[src/rtl/uart_tx_arbiter.sv]
// uart_tx_arbiter: round-robin owner selection for a single byte-level UART
// transmitter. One source keeps the transmitter for a whole message; bytes
// are pulled one at a time via req_ack. An idle gap follows every message.
module uart_tx_arbiter #(
    parameter int NUM_REQ    = 4,
    parameter int GAP_CYCLES = 50000,
    parameter int TIMEOUT    = 10000
) (
    input  logic                 clk_50M,
    input  logic                 rst_n,
    input  logic [NUM_REQ-1:0]   req,
    input  logic [8*NUM_REQ-1:0] req_data,
    input  logic [NUM_REQ-1:0]   req_last,
    output logic [NUM_REQ-1:0]   req_ack,
    output logic [NUM_REQ-1:0]   grant,
    output logic                 tx_start,
    output logic [7:0]           tx_data,
    input  logic                 tx_done,
    output logic                 busy,
    output logic                 err
);

    localparam int IW      = $clog2(NUM_REQ);
    // One counter serves both the tx_done timeout and the gap; it only has
    // to reach the larger terminal value minus one.
    localparam int CNT_MAX = (TIMEOUT > GAP_CYCLES) ? TIMEOUT : GAP_CYCLES;
    localparam int CW      = (CNT_MAX > 1) ? $clog2(CNT_MAX) : 1;

    localparam logic [CW-1:0] TO_LAST  = CW'(TIMEOUT - 1);
    localparam logic [CW-1:0] GAP_LAST = CW'((GAP_CYCLES > 0) ? GAP_CYCLES - 1 : 0);

    localparam logic [2:0] S_IDLE = 3'd0;
    localparam logic [2:0] S_LOAD = 3'd1;
    localparam logic [2:0] S_SEND = 3'd2;
    localparam logic [2:0] S_WAIT = 3'd3;
    localparam logic [2:0] S_GAP  = 3'd4;
    // With no gap configured the message end goes straight back to IDLE, so
    // the next owner is granted two clocks after the final tx_done.
    localparam logic [2:0] S_DONE = (GAP_CYCLES == 0) ? S_IDLE : S_GAP;

    logic [2:0]         state_q, state_d;
    logic [NUM_REQ-1:0] grant_q, grant_d;
    logic [IW-1:0]      rr_q, rr_d;
    logic [7:0]         data_q, data_d;
    logic               lastb_q, lastb_d;
    logic               err_q, err_d;
    logic [CW-1:0]      cnt_q, cnt_d;

    logic               pick_vld;
    logic [IW-1:0]      pick_idx;
    logic               sel_req;
    logic               sel_last;
    logic [7:0]         sel_data;

    // Round-robin search: first pending requester after the previous winner.
    always_comb begin
        logic [IW-1:0] cand;
        cand     = '0;
        pick_vld = 1'b0;
        pick_idx = '0;
        for (int k = 1; k <= NUM_REQ; k++) begin
            cand = IW'((int'(rr_q) + k) % NUM_REQ);
            if (!pick_vld && req[cand]) begin
                pick_vld = 1'b1;
                pick_idx = cand;
            end
        end
    end

    // Mux the granted requester's byte, last flag and request line.
    always_comb begin
        sel_req  = |(req & grant_q);
        sel_last = |(req_last & grant_q);
        sel_data = '0;
        for (int i = 0; i < NUM_REQ; i++) begin
            if (grant_q[i]) sel_data = req_data[8*i +: 8];
        end
    end

    // Message-level FSM: arbitrate, fetch byte, start, wait, gap.
    always_comb begin
        state_d = state_q;
        grant_d = grant_q;
        rr_d    = rr_q;
        data_d  = data_q;
        lastb_d = lastb_q;
        err_d   = err_q;
        cnt_d   = cnt_q;
        case (state_q)
            S_IDLE: begin
                if (pick_vld) begin
                    grant_d = NUM_REQ'(1) << pick_idx;
                    rr_d    = pick_idx;
                    state_d = S_LOAD;
                end
            end
            S_LOAD: begin
                if (sel_req) begin
                    data_d  = sel_data;
                    lastb_d = sel_last;
                    state_d = S_SEND;
                end else begin
                    // Source withdrew mid-message: drop it without sending.
                    grant_d = '0;
                    cnt_d   = '0;
                    state_d = S_DONE;
                end
            end
            S_SEND: begin
                cnt_d   = '0;
                state_d = S_WAIT;
            end
            S_WAIT: begin
                if (tx_done) begin
                    if (lastb_q) begin
                        grant_d = '0;
                        cnt_d   = '0;
                        state_d = S_DONE;
                    end else begin
                        state_d = S_LOAD;
                    end
                end else if (cnt_q == TO_LAST) begin
                    err_d   = 1'b1;
                    grant_d = '0;
                    cnt_d   = '0;
                    state_d = S_DONE;
                end else begin
                    cnt_d = cnt_q + 1'b1;
                end
            end
            S_GAP: begin
                if (cnt_q == GAP_LAST) state_d = S_IDLE;
                else                   cnt_d   = cnt_q + 1'b1;
            end
            default: state_d = S_IDLE;
        endcase
    end

    // State registers; reset puts the pointer on the last requester so
    // requester 0 wins first.
    always_ff @(posedge clk_50M or negedge rst_n) begin
        if (!rst_n) begin
            state_q <= S_IDLE;
            grant_q <= '0;
            rr_q    <= IW'(NUM_REQ - 1);
            data_q  <= '0;
            lastb_q <= 1'b0;
            err_q   <= 1'b0;
            cnt_q   <= '0;
        end else begin
            state_q <= state_d;
            grant_q <= grant_d;
            rr_q    <= rr_d;
            data_q  <= data_d;
            lastb_q <= lastb_d;
            err_q   <= err_d;
            cnt_q   <= cnt_d;
        end
    end

    assign grant    = grant_q;
    assign tx_data  = data_q;
    assign err      = err_q;
    assign busy     = (state_q != S_IDLE);
    assign tx_start = (state_q == S_SEND);
    // Ack only while the owner still presents a byte in LOAD.
    assign req_ack  = (state_q == S_LOAD) ? (req & grant_q) : '0;

endmodule

[config.mk]
export PLATFORM = sky130hd
export DESIGN_NAME = uart_tx_arbiter
export DESIGN_NICKNAME = d
export VERILOG_FILES = /design/src/rtl/uart_tx_arbiter.sv
export SDC_FILE = /design/constraint.sdc
export NUM_CORES = 1
export LEC_CHECK = 0
export BUFFER_PORTS_ARGS = -buffer_cell sky130_fd_sc_hd__buf_2
export CORE_AREA = 8 8 72 74
export DETAILED_ROUTE_END_ITERATION = 8
export DIE_AREA = 0 0 80 82
export HOLD_SLACK_MARGIN = 0.02
export MAX_ROUTING_LAYER = met4
export PLACE_DENSITY = 0.87
export SYNTH_ARGS = -nofsm -noshare
export SYNTH_HDL_FRONTEND = slang
export SYNTH_SLANG_ARGS = --single-unit
[constraint.sdc]
create_clock -name clk_50M -period 2.8 [get_ports clk_50M]
set_clock_uncertainty 0.15 [all_clocks]
set_input_delay 0.14 -clock clk_50M [delete_from_list [all_inputs] [get_ports clk_50M]]
set_output_delay 0.14 -clock clk_50M [all_outputs]
set_load 0.03 [all_outputs]
==> results of run 1 <==
metal layers:
metal,vias up,routed length [um],part of all wire [%]
met3,7,349,6.6
met4,0,74,1.4
met5,-,0,0
li1,976,-,-
met1,912,2449,46
met2,76,2423,46
cell usage after synthesis (all sizes together) (2+ instances only):
cell type / count / area (um2)
dfstp: 2 / 52.55
nand2: 22 / 100.1
buf: 8 / 80.07
nor3b: 5 / 42.54
nor2: 37 / 141.4
or4: 2 / 18.77
o21ai: 5 / 25.02
and4: 2 / 20.02
o2111ai: 2 / 35.04
a211oi: 2 / 27.53
a31oi: 2 / 12.51
and3: 4 / 27.52
mux2: 5 / 71.32
nand3: 4 / 20.02
nor2b: 8 / 50.05
nand4: 2 / 12.51
a21oi: 28 / 140.1
dfrtp: 33 / 825.8
nor3: 17 / 100.1
nand2b: 4 / 25.02
xnor2: 10 / 87.58
and2b: 3 / 26.28
a221oi: 7 / 61.31
inv: 8 / 30.03
a22oi: 2 / 15.01
or3: 2 / 12.51
kinds of logic (layout without fill, tap and decap cells):
kind of cell    Yosys count  after routing  share of synthesized area (%)
simple gates            116            116                          28.65
buf+inv                  18             85                          6.093
flops                    35             35                          39.98
xor+xnor                 10             10                          3.986
mux                       6              6                          3.702
fa+ha+maj                 1              1                         0.5694
compound gates           54             54                          17.03
area by class of cell:
type | count | area [um2] | share of cell area, %
clock buffer | 8 | 100.1 | 3.786
inverter | 8 | 30.03 | 1.136
multi-input combinational | 187 | 1185 | 44.82
sequential | 35 | 878.3 | 33.22
tap | 52 | 65.06 | 2.461
timing repair buffer | 69 | 385.4 | 14.58
per-stage QoR:
step                      area (um2)  utilization [%]  worst slack (ns)  hold slack [ns]
after floorplan                 2197                -            0.7167          -0.3056
after global placement          2464            59.45            0.5574           0.1025
after detailed placement        2464            59.45            0.4909           0.1088
after CTS                       2644            63.80            0.4904          0.02175
after global routing            2644            63.80            0.3393          0.02695
final                           2644            63.80            0.5035          0.02766
flip-flops by register name, summed over array words and instances, names as in the netlist:
register  flops
cnt_q        16
err           1
grant         4
lastb_q       1
rr_q          2
state_q       3
tx_data       8
worst min-delay path: cells and delay by family:
kind / cells / cell delay [ns]
buf+inv: 1 / 0.07
compound gates: 2 / 0.20
how the worst min path moves through the flow:
stage                     cells after the start   endpoint
after global placement                        1  cnt_q[10]
after CTS                                     3    lastb_q
after floorplan                               0   cnt_q[0]
after global routing                          3    lastb_q
after detailed placement                      1  cnt_q[10]
final                                         3    lastb_q
layout by cell type, fill, tap and decap left out, types with 2 or more instances in the layout:
master          n
nor3b_1         4
a21oi_1        28
dfstp_2         2
nand3_1         4
o21ai_0         4
nor2_1         36
clkbuf_8        7
xnor2_1        10
nor2b_1         8
nand4_1         2
buf_2          61
a31oi_1         2
nand2_1        19
a22oi_1         2
or3_1           2
dfrtp_1        33
inv_1           8
nand2_4         2
nor3_1         14
nor3_2          3
nand2b_1        4
dlygate4sd3_1   8
a221oi_1        7
mux2_4          4
and3_2          2
and3_1          2
report_power, final:
part | total [uW] | leakage [uW] | internal [uW] | switching (uW)
clock network | 397 | 0.0000515 | 224 | 173
logic | 1210 | 0.000712 | 476 | 735
registers | 850 | 0.000447 | 662 | 188
total | 2460 | 0.00121 | 1360 | 1100
what timing repair did:
| action | 4_1_cts | 5_1_grt |
|---|---|---|
| resized for setup | 0 | 0 |
| hold buffers | 8 | 0 |
| hold endpoints to repair | 40 | 0 |
==> metrics.txt, run 1 <==
part of the cycle the worst path needs=82.02%; CTS tree=done; row count=24; first-pass GRT wire length=9183 um; Peak Freq=435.4 MHz; clk sinks=35; H-tree depth=2; Crit-path slowest cell=dfrtp_1; DRC=0; Die ar.=6560 um2; Yosys warnings=0; critical path launch point=grant[3]; Fillers=364; Bufs and invs on worst path=0; WL/cell=14.75 um; clk_lat worst skew=0.29 ns; critical path depth=6; P&R area growth vs syn=20.33%; PwrDens=929.7 nW/um2; CP Max Fanout=20; r2r worst-path depth=6; CP cell instances=nand2_4, and4_4, a211oi_4, nor3_1, xnor2_1, nor2_1; post-synthesis sequential area ratio=39.98%; Fin Setup TNS=0 ns; num ports=62; clk root buf=clkbuf_8; n_diodes=0; async set or reset register ratio after synthesis=100.0%; DP Cell Count=343; non-filler cells, final=359; worst vdd ir=0.5751 mV; startpoint types=register; crit-path max cell delay=0.76 ns; Worst R2R End=cnt_q[13]; via count=1971; grt met3 use=5.361%; Worst Setup Path Type=register to register; Setup Viol. Count Final=0; drt via density=5.490; Die Ht=82 um; initial antenna violation count=0; reg-to-reg startpoint=grant[3]; fin crit period=2.297 ns; Global Route met1 Usage=21.47%; final hold violation count=0; Overflow after GRT=0; Worst Path Arrival=2.32 ns; total chip power=2458 uW; Top FF cell, synth=dfrtp_1; number of synthesized register bits=35; All-Layer GR Usage=18.08%; port bufs=61; Clock Path Buffers=2; global routing's busiest layer=met2; worst hold start=req_last[3]; layout net count=350; Slew headroom=49.08%; Die W=80 um; Post-synth EDFFs=0; MaxCap Viol Count=0; Routed Antenna Nets=0; DR pass1 iterations=4; Final Slew Violations=0; CORE AREA=4144 um2; WP data required=2.83 ns; family with the most delay on the worst path=flip-flops; routed wire length=5297 um; met2 GRT Util=28.62%; r2r setup slk=0.50 ns; Synth Cell Area=2197 um2; end of the critical path=cnt_q[13]; RSZ-0062 raised after global routing=no; Worst setup EP type=register; Leak=0.001210 uW; syn nets=284; outcome=finished, final reports clean; vias in the first global route=2099; initial DRC count=100; Synth Area per Inst=9.155 um2; largest net degree at the start of global routing=36; clk slew on worst S/H paths=0.07 ns; hpwl dp=3953 um; Placer Congestion=0.8695; Post-CTS Setup Bufs=0; Worst-Margin Slew=0.7638 ns; Hold Crit Class=input pin to register; CTS Buf Count=5; layout cells sized above 1=30.94%; Mapped Cells=240; Initial Utilization=53.02%; Unique masters post-synth=56
Note: power is estimated with default switching activity, not from simulation.
==> run 2, diff against run 1 <==
ABC_AREA = 1   (was default)
CORE_AREA = 8 8 79 81   (was 8 8 72 74)
DIE_AREA = 0 0 87 89   (was 0 0 80 82)
PLACE_DENSITY = 0.83   (was 0.87)
clock period = 2.3 ns   (was 2.8 ns; I/O delays follow)
==> run 2 against run 1 <==
Combinational power decreased by 92%. Cell count grew 59%. First-iteration DRC count grew to 3.3 times the previous value. Register-to-register slack worse by 0.36 ns. Synthesized cell count grew 74%. Cell area increased by 26%. Clock power rose by 70%. Sequential power shrank 28%. Synthesized area rose by 20%. Sequential cell count did not move. Critical path type unchanged. Largest power group is now the clock network. Highest routed layer unchanged.
==> metrics.txt, run 2 <==
fin crit period=2.156 ns; DR pass1 iterations=5; startpoint types=register; Mapped Cells=418; reg-to-reg startpoint=state_q[2]; layout net count=545; Peak Freq=463.8 MHz; Slew headroom=47.14%; CTS tree=done; first-pass GRT wire length=13290 um; DRC=0; RSZ-0062 raised after global routing=no; Unique masters post-synth=33; initial antenna violation count=0; leading area contributor after synthesis=dfrtp_1; port bufs=61; vias in the first global route=2999; max FFs per register=16; largest net degree at the start of global routing=36; Hold EP=state_q[2]; Post-CTS Setup Bufs=0; Hold Crit Class=input pin to register; post-synthesis sequential area ratio=33.44%; part of the cycle the worst path needs=93.75%; worst vdd ir=0.2851 mV; Worst Path Arrival=2.24 ns; Largest Register=cnt_q; number of synthesized register bits=35; P&R area growth vs syn=27.20%; Final Slew Violations=0; CTS Buf Count=5; worst hold start=req[1]; drt via density=5.353; top post-synthesis cells by area=dfrtp_1, nand2_1, nor2_1; most common cell in the netlist=nand2_1; Die ar.=7743 um2; MaxCap Viol Count=0; row count=26; r2r worst-path depth=7; via count=3062; WP data required=2.39 ns; top cells by count, synth=nand2_1, nor2_1, nand3_1, dfrtp_1, inv_1; Routed Antenna Nets=0; clk_lat worst skew=0.30 ns; Synth Area per Inst=6.283 um2; outcome=finished, final reports clean; Placer Congestion=0.9446; clk sinks=35; final hold violation count=0; num ports=62; routed wire length=7844 um; clk root buf=clkbuf_8; Post-synth EDFFs=0; syn nets=462; hpwl dp=5807 um; cell depth of the worst min-delay path=6; Hold Slack=0.2014 ns; H-tree depth=2; Setup Viol. Count Final=0; most common cell after layout, fill and taps aside=nand2_1; layout cells sized above 1=18.73%; top-area cell type share of the netlist area=31.44%; total chip power=1388 uW; Die W=87 um; PwrDens=415.3 nW/um2; CORE AREA=4977 um2; Worst setup EP type=register; Worst R2R End=tx_data[2]; Synth Cell Area=2626 um2; clk slew on worst S/H paths=0.07 ns; Worst-Margin Slew=0.7929 ns; Yosys warnings=0; async set or reset register ratio after synthesis=100.0%; Clock Path Buffers=2; Fin Setup TNS=0 ns; n_diodes=0; CP Max Fanout=19; Leak=0.001728 uW; Die Ht=89 um; initial DRC count=328; Top FF cell, synth=dfrtp_1; Worst Setup Path Type=register to register; Initial Utilization=52.77%; All-Layer GR Usage=22.01%; r2r setup slk=0.14 ns; WL/cell=13.71 um; most frequent cells in the layout=nand2_1, buf_2, nor2_1; Overflow after GRT=0
-- run 2: cell count changes after synthesis, moves of 6 or more --
cell / before / now
xnor2_1: 10 / 0
nor2b_1: 8 / 0
a31oi_1: 2 / 8
nand2_1: 19 / 159
inv_2: 0 / 6
nor3_1: 14 / 0
nor2_1: 36 / 55
a21oi_1: 28 / 11
a221oi_1: 7 / 1
nand3_1: 4 / 37
inv_1: 8 / 33
nand4_1: 2 / 14
o211ai_1: 0 / 9
-- run 2: cells by family (layout without fill, tap and decap cells) --
group / Yosys count / count (layout) / share of synthesized area, %
adders and majority gates: 1 / 1 / 0.4763
AOI/OAI and AO/OA: 48 / 48 / 11.29
buffers and inverters: 49 / 133 / 7.861
xor gates and xnor gates: 4 / 4 / 1.334
DFF: 35 / 35 / 33.44
and+or+nand+nor: 281 / 281 / 45.59
-- run 2: worst max path at each step --
stage / from / endpoint / slack (ns) / cells after the start
after floorplan: grant[1] / cnt_q[3] / 0.62 / 9
after global placement: rr_q[0] / grant[0] / 0.43 / 11
after detailed placement: rr_q[0] / grant[2] / 0.34 / 11
after CTS: state_q[2] / tx_data[1] / 0.12 / 7
after global routing: state_q[2] / tx_data[1] / 0.03 / 7
final: state_q[2] / tx_data[2] / 0.14 / 7
-- run 2: metrics by stage --
| step | cells | utilization (%) | setup slack (ns) | area, um2 |
|---|---|---|---|---|
| 2_1_floorplan | 418 | - | 0.6178 | 2626 |
| 3_3_place_gp | 544 | 60.13 | 0.4261 | 2993 |
| 3_5_place_dp | 544 | 60.13 | 0.3432 | 2993 |
| 4_1_cts | 572 | 66.89 | 0.1248 | 3329 |
| 5_1_grt | 572 | 67.12 | 0.03026 | 3341 |
| 6_report | 572 | 67.12 | 0.1437 | 3341 |
-- run 2: cell type report --
cell class | instances | area (um2)
fillers | 454 | 1637
multi-input cells | 334 | 1549
flip-flops and latches | 35 | 878.3
repair buffers | 85 | 539.3
inverters | 40 | 150.1
well taps | 70 | 87.58
clock buffers | 5 | 68.82
clock inverters | 3 | 67.56
-- run 2: power breakdown --
part	leakage (uW)	internal [uW]	total [uW]	switching [uW]
clock	0.0000644	432	675	243
sequential	0.000430	615	615	0
combinational	0.00123	46.2	97.2	51.0
-- run 2: metal layers --
layer	up-vias	track usage, %	routed length [um]
met3	13	5.331	600
met1	1395	24.92	3366
li1	1517	-	-
met5	-	-	0
met2	137	37.47	3760
met4	0	7.199	116
-- run 2: repair_timing --
| item | CTS | global route |
|---|---|---|
| endpoints found under the setup margin | 0 | 7 |
| gates resized for setup | 0 | 3 |
| endpoints found under the hold margin | 43 | 0 |
| hold buffers | 20 | 0 |
-- run 2: worst max-delay path: stages, from the launching register on --
cell and delay (ns):
dfrtp_1 0.44, nor2_2 0.18, nand2_2 0.15, nor2_4 0.18, buf_6 0.19, nor2_1 0.06
a31oi_1 0.16, dlygate4sd3_1 0.57
